[config.mk]
export PLATFORM = sky130hd
export DESIGN_NAME = cellrv32_cpu_cp_arbiter_flat
export DESIGN_NICKNAME = d
export VERILOG_FILES = /design/src/rtl/cellrv32_cpu_cp_arbiter_pkg.sv /design/src/rtl/cellrv32_cpu_cp_arbiter_if.sv /design/src/rtl/cellrv32_cpu_cp_arbiter_tmo.sv /design/src/rtl/cellrv32_cpu_cp_arbiter.sv /design/src/flat_wrapper.sv
export SDC_FILE = /design/constraint.sdc
export NUM_CORES = 1
export LEC_CHECK = 0
export BUFFER_PORTS_ARGS = -buffer_cell sky130_fd_sc_hd__buf_4
export CORE_AREA = 3 3 123 125
export CTS_CLUSTER_SIZE = 40
export DETAILED_ROUTE_END_ITERATION = 8
export DIE_AREA = 0 0 126 128
export HOLD_SLACK_MARGIN = 0.1
export SYNTH_ARGS = -nofsm -noshare
export SYNTH_HDL_FRONTEND = slang
export SYNTH_SLANG_ARGS = --single-unit
[constraint.sdc]
create_clock -name clk_i -period 2.26 [get_ports clk_i]
set_input_delay 0.226 -clock clk_i [delete_from_list [all_inputs] [get_ports clk_i]]
set_output_delay 0.226 -clock clk_i [all_outputs]
set_load 0.01 [all_outputs]
[src/rtl/cellrv32_cpu_cp_arbiter_pkg.sv]
// Shared types and constants for the co-processor dispatch arbiter.
// Holds the arbiter FSM state encoding, the CP slot count and slot indices.
package cellrv32_package;

    typedef enum logic [1:0] {
        CP_IDLE,
        CP_DISPATCH,
        CP_WAIT,
        CP_CAPTURE
    } cp_arb_state_t;

    localparam int CP_ARB_NUM_C = 8;

    localparam int CP_SEL_COND_C     = 0;
    localparam int CP_SEL_SHIFT_C    = 1;
    localparam int CP_SEL_MULDIV_C   = 2;
    localparam int CP_SEL_BITMANIP_C = 3;
    localparam int CP_SEL_FPU_C      = 4;
    localparam int CP_SEL_CFU_C      = 5;
    localparam int CP_SEL_CRYPTO_C   = 6;
    localparam int CP_SEL_RSVD_C     = 7;

endpackage

[src/rtl/cellrv32_cpu_cp_arbiter_if.sv]
// Dispatch bus between CPU control, the co-processors and the arbiter.
// master: control/CP side (drives start/sel/kill/cp_valid/cp_res);
// slave: arbiter (drives cp_start/res/valid/busy/err).
interface cellrv32_cpu_cp_arbiter_if #(
    parameter int XLEN   = 32,
    parameter int NUM_CP = 8
);
    logic                     start_i;
    logic [NUM_CP-1:0]        sel_i;
    logic                     kill_i;
    logic [NUM_CP-1:0]        cp_start_o;
    logic [NUM_CP-1:0]        cp_valid_i;
    logic [NUM_CP*XLEN-1:0]   cp_res_i;
    logic [XLEN-1:0]          res_o;
    logic                     valid_o;
    logic                     busy_o;
    logic                     err_o;

    modport master (
        output start_i, sel_i, kill_i, cp_valid_i, cp_res_i,
        input  cp_start_o, res_o, valid_o, busy_o, err_o
    );

    modport slave (
        input  start_i, sel_i, kill_i, cp_valid_i, cp_res_i,
        output cp_start_o, res_o, valid_o, busy_o, err_o
    );
endinterface

[src/rtl/cellrv32_cpu_cp_arbiter_tmo.sv]
// WAIT-state watchdog: clr_i zeroes, en_i counts, expire_o on last count.
// Ports: clk_i, rst_i, clr_i, en_i, expire_o. Built with CELLRV32_CP_TIMEOUT_EN.
`ifdef CELLRV32_CP_TIMEOUT_EN
module cellrv32_cpu_cp_tmo #(
    parameter int TMO_CYC = 64
) (
    input  logic clk_i,
    input  logic rst_i,
    input  logic clr_i,
    input  logic en_i,
    output logic expire_o
);
    localparam int W = (TMO_CYC > 2) ? $clog2(TMO_CYC) : 1;

    logic [W-1:0] cnt_q;
    logic [W-1:0] cnt_d;

    always_comb begin
        cnt_d = cnt_q;
        if (clr_i) begin
            cnt_d = '0;
        end else if (en_i) begin
            cnt_d = cnt_q + W'(1);
        end
    end

    always_ff @(posedge clk_i or posedge rst_i) begin
        if (rst_i) begin
            cnt_q <= '0;
        end else begin
            cnt_q <= cnt_d;
        end
    end

    assign expire_o = en_i && (cnt_q == W'(TMO_CYC - 1));
endmodule
`endif

[src/rtl/cellrv32_cpu_cp_arbiter.sv]
// Co-processor dispatch arbiter: one start pulse to the selected CP, waits
// for its valid, captures the OR of all CP results as a registered result.
// Ports: clk_i, rst_i (async, active-high), bus (slave modport).
// Optional WAIT timeout: define CELLRV32_CP_TIMEOUT_EN (TMO_CYC parameter).
module cellrv32_cpu_cp_arbiter
    import cellrv32_package::*;
#(
    parameter int XLEN   = 32,
    parameter int NUM_CP = CP_ARB_NUM_C
`ifdef CELLRV32_CP_TIMEOUT_EN
    ,
    parameter int TMO_CYC = 64
`endif
) (
    input  logic                        clk_i,
    input  logic                        rst_i,
    cellrv32_cpu_cp_arbiter_if.slave    bus
);
    function automatic logic is_onehot(input logic [NUM_CP-1:0] v);
        return (v != '0) && ((v & (v - NUM_CP'(1))) == '0);
    endfunction

    // Idle CPs drive zero, so OR-ing all slots yields the active result.
    function automatic logic [XLEN-1:0] or_reduce(
        input logic [NUM_CP*XLEN-1:0] r
    );
        logic [XLEN-1:0] acc;
        acc = '0;
        for (int i = 0; i < NUM_CP; i++) begin
            acc = acc | r[i*XLEN +: XLEN];
        end
        return acc;
    endfunction

    cp_arb_state_t     state_q, state_d;
    logic [NUM_CP-1:0] sel_q, sel_d;
    logic [NUM_CP-1:0] cp_start_q, cp_start_d;
    logic [XLEN-1:0]   res_q, res_d;
    logic              valid_q, valid_d;
    logic              err_q, err_d;
    logic              sel_hit;
    logic              tmo_exp;

    assign sel_hit = |(bus.cp_valid_i & sel_q);

`ifdef CELLRV32_CP_TIMEOUT_EN
    cellrv32_cpu_cp_tmo #(
        .TMO_CYC (TMO_CYC)
    ) u_tmo (
        .clk_i    (clk_i),
        .rst_i    (rst_i),
        .clr_i    (state_q == CP_DISPATCH),
        .en_i     (state_q == CP_WAIT),
        .expire_o (tmo_exp)
    );
`else
    assign tmo_exp = 1'b0;
`endif

    always_ff @(posedge clk_i or posedge rst_i) begin
        if (rst_i) begin
            state_q    <= CP_IDLE;
            sel_q      <= '0;
            cp_start_q <= '0;
            res_q      <= '0;
            valid_q    <= 1'b0;
            err_q      <= 1'b0;
        end else begin
            state_q    <= state_d;
            sel_q      <= sel_d;
            cp_start_q <= cp_start_d;
            res_q      <= res_d;
            valid_q    <= valid_d;
            err_q      <= err_d;
        end
    end

    // kill_i wins over start, valid and timeout in every state.
    always_comb begin
        state_d = state_q;
        sel_d   = sel_q;
        unique case (state_q)
            CP_IDLE: begin
                if (!bus.kill_i && bus.start_i && is_onehot(bus.sel_i)) begin
                    state_d = CP_DISPATCH;
                    sel_d   = bus.sel_i;
                end
            end
            CP_DISPATCH: begin
                if (bus.kill_i)   state_d = CP_IDLE;
                else if (sel_hit) state_d = CP_CAPTURE;
                else              state_d = CP_WAIT;
            end
            CP_WAIT: begin
                if (bus.kill_i)   state_d = CP_IDLE;
                else if (sel_hit) state_d = CP_CAPTURE;
                else if (tmo_exp) state_d = CP_IDLE;
            end
            CP_CAPTURE: state_d = CP_IDLE;
            default:    state_d = CP_IDLE;
        endcase
    end

    always_comb begin
        cp_start_d = '0;
        res_d      = res_q;
        valid_d    = 1'b0;
        err_d      = 1'b0;
        unique case (state_q)
            CP_IDLE: begin
                if (!bus.kill_i && bus.start_i) begin
                    if (is_onehot(bus.sel_i)) cp_start_d = bus.sel_i;
                    else                      err_d      = 1'b1;
                end
            end
            CP_WAIT: begin
                if (!bus.kill_i && !sel_hit && tmo_exp) begin
                    err_d = 1'b1;
                    res_d = '0;
                end
            end
            CP_CAPTURE: begin
                if (!bus.kill_i) begin
                    res_d   = or_reduce(bus.cp_res_i);
                    valid_d = 1'b1;
                end
            end
            default: ;
        endcase
    end

    assign bus.cp_start_o = cp_start_q;
    assign bus.res_o      = res_q;
    assign bus.valid_o    = valid_q;
    assign bus.err_o      = err_q;
    assign bus.busy_o     = (state_q != CP_IDLE);
endmodule
[src/flat_wrapper.sv]
// flat-port wrapper written by rule: the top's interface ports become plain ports
module cellrv32_cpu_cp_arbiter_flat import cellrv32_package::*;
#(
    parameter int XLEN   = 32,
    parameter int NUM_CP = CP_ARB_NUM_C

)
  (clk_i, rst_i, bus_start_i, bus_sel_i, bus_kill_i, bus_cp_valid_i, bus_cp_res_i, bus_cp_start_o, bus_res_o, bus_valid_o, bus_busy_o, bus_err_o);
  cellrv32_cpu_cp_arbiter_if #(.XLEN(XLEN), .NUM_CP(NUM_CP)) bus_i ();
  input  logic clk_i;
  input  logic rst_i;
  input wire logic [$bits(bus_i.start_i)-1:0] bus_start_i;
  input wire logic [$bits(bus_i.sel_i)-1:0] bus_sel_i;
  input wire logic [$bits(bus_i.kill_i)-1:0] bus_kill_i;
  input wire logic [$bits(bus_i.cp_valid_i)-1:0] bus_cp_valid_i;
  input wire logic [$bits(bus_i.cp_res_i)-1:0] bus_cp_res_i;
  output wire logic [$bits(bus_i.cp_start_o)-1:0] bus_cp_start_o;
  output wire logic [$bits(bus_i.res_o)-1:0] bus_res_o;
  output wire logic [$bits(bus_i.valid_o)-1:0] bus_valid_o;
  output wire logic [$bits(bus_i.busy_o)-1:0] bus_busy_o;
  output wire logic [$bits(bus_i.err_o)-1:0] bus_err_o;
  assign bus_i.start_i = bus_start_i;
  assign bus_i.sel_i = bus_sel_i;
  assign bus_i.kill_i = bus_kill_i;
  assign bus_i.cp_valid_i = bus_cp_valid_i;
  assign bus_i.cp_res_i = bus_cp_res_i;
  assign bus_cp_start_o = bus_i.cp_start_o;
  assign bus_res_o = bus_i.res_o;
  assign bus_valid_o = bus_i.valid_o;
  assign bus_busy_o = bus_i.busy_o;
  assign bus_err_o = bus_i.err_o;
  cellrv32_cpu_cp_arbiter #(.XLEN(XLEN), .NUM_CP(NUM_CP)) u_core (.clk_i(clk_i), .rst_i(rst_i), .bus(bus_i));
endmodule
Word level (Yosys, flattened, before mapping). Index checks and enable logic that the tools add are counted.

Register bits after elaboration: 52. Bits of input ports: 276.

Add/subtract/negate cells: 1. Equality and inequality tests: 5. Mux-type cells: 14. Bitwise logic cells: 10. Reduce and logical (&&, ||, !) cells: 12.

Operators with widths (count): $or A32 B32 Y32 (7); $mux W8 (3); $and A8 B8 Y8 (2); $logic_not A8 Y1 (1); $mux W2 (4); $pmux W2 S4 (1); $reduce_bool A8 Y1 (1); $reduce_or A8 Y1 (1); $sub A8 B1 Y8 const B (1); $mux W1 (6); $reduce_and A2 Y1 (3); $eq A2 B2 Y1 const B (2); $logic_and A1 B1 Y1 (3); $ne A3 B2 Y1 const B (1); $eq A2 B1 Y1 const B (1); $logic_not A2 Y1 (1); $ne A2 B1 Y1 const B (1); $reduce_bool A2 Y1 (1); $logic_not A1 Y1 (1); $not A1 Y1 (1).

Longest topological paths before layout.
Depth after elaboration: 7. Mapped depth: 6. Mapped depth without buffers: 5.

Worst setup path before layout. OpenSTA, ideal clock, no wires.

Path kind: register to register. From: register u_core.state_q[1]. To: register u_core.sel_q[0]. Library setup time: 0.125 ns. Arrival time: 1.598 ns. Data required time: 2.135 ns. Setup slack: 0.536 ns. Cell stages (with the launch flop): 6. Buffers on the path: 1. Path through: dfrtp_1 -> or2_2 -> nor3b_1 -> o21ai_2 -> buf_6 -> mux2_4.

Longest elaborated chain between the ends: 2.

Ends and longest elaborated chain: start, declared (line cellrv32_cpu_cp_arbiter.sv:35) `cp_arb_state_t state_q, state_d;`; start signal, assigned (line cellrv32_cpu_cp_arbiter.sv:69) `state_q <= state_d;`; $logic_not A2 Y1 (line cellrv32_cpu_cp_arbiter.sv:82) `unique case (state_q)`; $reduce_and A2 Y1 (no source line); end signal, assigned (line cellrv32_cpu_cp_arbiter.sv:70) `sel_q <= sel_d;`; end, declared (line cellrv32_cpu_cp_arbiter.sv:36) `logic [NUM_CP-1:0] sel_q, sel_d;`.

Every way passes these cells. A chain may end at the register's enable or synchronous reset.

Worst setup path in the final report. Ends and elaborated chain as after synthesis.

==> impl_metrics.py <==
metrics = {
    "global_routing": {
        "grt_usage_pct": 13.6,
        "grt_overflow": 0,
        "grt_pass1_vias": 3494,
        "grt_pass1_wl_um": 17600,
        "antenna_found_initial": 0,
        "grt_max_degree": 53,
    },
    "worst_hold_path": {
        "hold_class": "input pin to async pin",
    },
    "sta": {
        "fin_crit_sh_pct": 76.8,
        "finalSetupTns_ns": 0,
        "max-slew-margin-rel_pct": 56.9,
        "tightest_slew_ns": 0.647,
        "period_minus_slack_ns": 1.74,
        "rsz0062_at_grt": "no",
        "maxSlewViolCount": 0,
        "fmax_ghz": 0.576,
        "final-hold-violation-count": 0,
        "skew_ns": 0.00409,
        "finalSetupViolations": 0,
    },
    "power_and_ir_drop": {
        "power_frac_seq_pct": 42.6,
        "clock_power_share_pct": 32.8,
        "p_leak_nw": 2.57,
        "finalPower_mw": 2.41,
        "internal_power_mw": 1.81,
        "p_sw_share_pct": 24.6,
        "p_per_area_nw_per_um2": 466,
        "p_comb_share_pct": 24.7,
        "p_sw_mw": 0.593,
        "ir_drop_uv": 268,
    },
    "routing": {
        "wl_um": 11600,
        "drc": 0,
        "ant_nets": 0,
        "wl_per_cell_um": 15.6,
        "drt-initial-drc-count": 133,
        "vias": 3236,
        "dr.pass1.iters": 4,
        "via_per_inst": 4.36,
    },
    "die": {
        "die_w_um": 126,
        "initial_utilization_pct": 17.2,
        "num_rows": 43,
        "die_h_um": 128,
        "coreArea_um2": 14000,
        "ioPinCount": 319,
        "die-area_um2": 16100,
    },
    "outcome": {
        "status": "completed",
    },
    "synth": {
        "syn-num-nets": 516,
        "synth_top_cell_by_area": "dfrtp_1",
        "synth.avg_cell_area_um2": 10.0,
        "synth_area_um2": 2400,
        "ys_ff_latch": 52,
        "yosys-top-cells-area": "dfrtp_1 54%, nor4_1 17%, a31oi_1 8.6%",
        "ys_types": 20,
        "syn_inst": 240,
        "synth_seq_area_share_pct": 54.1,
        "synth_top_area_share_pct": 54.1,
        "yosys_warnings": 0,
    },
    "place": {
        "portBuffers": 318,
        "dp_hpwl_um": 10200,
        "routabilityCongestion": 0.875,
    },
    "clock_network": {
        "root_buffer": "clkbuf_16",
        "insertion_delay_ns": 0.29,
        "cts_resized": 0,
        "cts_buffers": 5,
        "cts_setup_buffers": 0,
        "cts.clk_slew.worst_paths_ns": 0.08,
        "cts-htree-levels": 2,
        "cts_tree": "done",
        "clk_path_buf_depth": 2,
        "cts_hold_buf": 0,
        "cts.sinks": 52,
    },
    "setup_path": {
        "critPathKind": "flip-flop to flip-flop",
        "path_max_fanout": 11,
        "critical_path_buf_inv_count": 0,
        "cp_cell_sequence": "or2_2 > nor3b_1 > o21ai_2 > mux2_4",
        "crit_arrival_ns": 1.92,
        "worst_setup_path_end_kind": "flip-flop",
        "crit_slowest_cell": "dfrtp_1",
        "cp_top_family": "simple AND/OR/NAND/NOR gates",
        "start_kind": "flip-flop",
        "crit_required_ns": 2.45,
        "max_stage_delay_ns": 0.41,
    },
    "final_layout": {
        "layout_commonest_cell": "buf_4",
        "finalNetCount": 837,
        "final_layout_size_suffix_gt1_share_pct": 61.2,
        "antenna_cells": 0,
        "final_cell_mix": "322 x buf_4, 64 x nor4_1, 52 x dfrtp_1",
        "synthToLayoutAreaGrowth_pct": 115,
    },
    "flow_run": {
        "maxCapViolations": 0,
    },
}
[per-stage QoR]
stage	cells	worst slack, ns	cell area (um2)	utilization (%)	hold slack (ns)
after detailed placement	734	0.394	5020	35.9	0.451
final	742	0.525	5170	36.9	0.112
after global routing	742	0.424	5170	36.9	0.153
after global placement	734	0.464	5020	35.9	0.446
after floorplan	240	0.536	2400	-	0.303
after CTS	742	0.531	5170	36.9	0.132
[power by group through the flow]
stage          sequential, mW  clock [mW]  combinational (mW)
3_5_place_dp             1.04           0               0.603
5_1_grt                  1.03       0.864               0.651
3_3_place_gp             1.04           0               0.595
2_1_floorplan            1.05           0               0.116
6_report                 1.02       0.789               0.593
4_1_cts                  1.02       0.832               0.604
[state kept, by name, indices dropped and copies added, names as in the netlist]
| register | cells |
|---|---|
| u_core.bus.err_o | 1 |
| u_core.bus.cp_start_o | 8 |
| u_core.bus.valid_o | 1 |
| u_core.state_q | 2 |
| u_core.bus.res_o | 32 |
| u_core.sel_q | 8 |
[layout make-up]
type,count,area (um2)
inverters,9,33.8
multi-input cells,171,1040
flip-flops and latches,52,1300
fillers,1429,8820
repair buffers,322,2420
clock inverters,3,25.0
clock buffers,5,125
well taps,180,225
[worst paths after layout]
kind | from | slack (ns) | end | cells past startpoint
max | u_core.state_q[1] | 0.52 | u_core.sel_q[0] | 4
min | rst_i | 0.11 | u_core.bus.err_o | 3
min reg2reg | u_core.sel_q[6] | 0.52 | u_core.sel_q[6] | 1
max in group asynchronous | rst_i | 1.72 | u_core.bus.res_o[11] | 3
max reg2reg | u_core.state_q[1] | 0.52 | u_core.sel_q[0] | 4
min in group clk_i | bus_kill_i | 0.14 | u_core.state_q[1] | 2
[cell families after synthesis]
family	after synthesis	synth area share [%]
xor+xnor	1	0.364
simple gates	123	28.1
mux	8	3.90
buf+inv	17	2.97
compound gates	39	10.5
flops	52	54.1
[cells in the mapped netlist]
| cell | count |
|---|---|
| inv_1 | 9 |
| nor2_1 | 44 |
| nand4_1 | 6 |
| a22oi_1 | 4 |
| buf_1 | 1 |
| mux2_2 | 7 |
| clkbuf_1 | 6 |
| nor4_4 | 1 |
| nor4bb_2 | 1 |
| a211oi_1 | 1 |
| a31oi_1 | 33 |
| nor4_1 | 64 |
| dfrtp_1 | 52 |
| buf_6 | 1 |
| xnor2_1 | 1 |
| mux2_4 | 1 |
| nor3b_1 | 2 |
| or2_2 | 1 |
| o21ai_2 | 1 |
| nand2_1 | 4 |
[metal layers]
metal | global-route usage [%] | routed length, um | vias up
met2 | 26.0 | 6280 | 185
met3 | 3.17 | 994 | 14
li1 | - | - | 1581
met1 | 15.0 | 4110 | 1456
met5 | 0 | 0 | -
met4 | 3.66 | 188 | 0
[tightest hold or removal path, stage by stage]
cell and delay (ns):
buf_4 0.11, inv_2 0.03, buf_4 0.52
(Power assumes the default switching activity.)
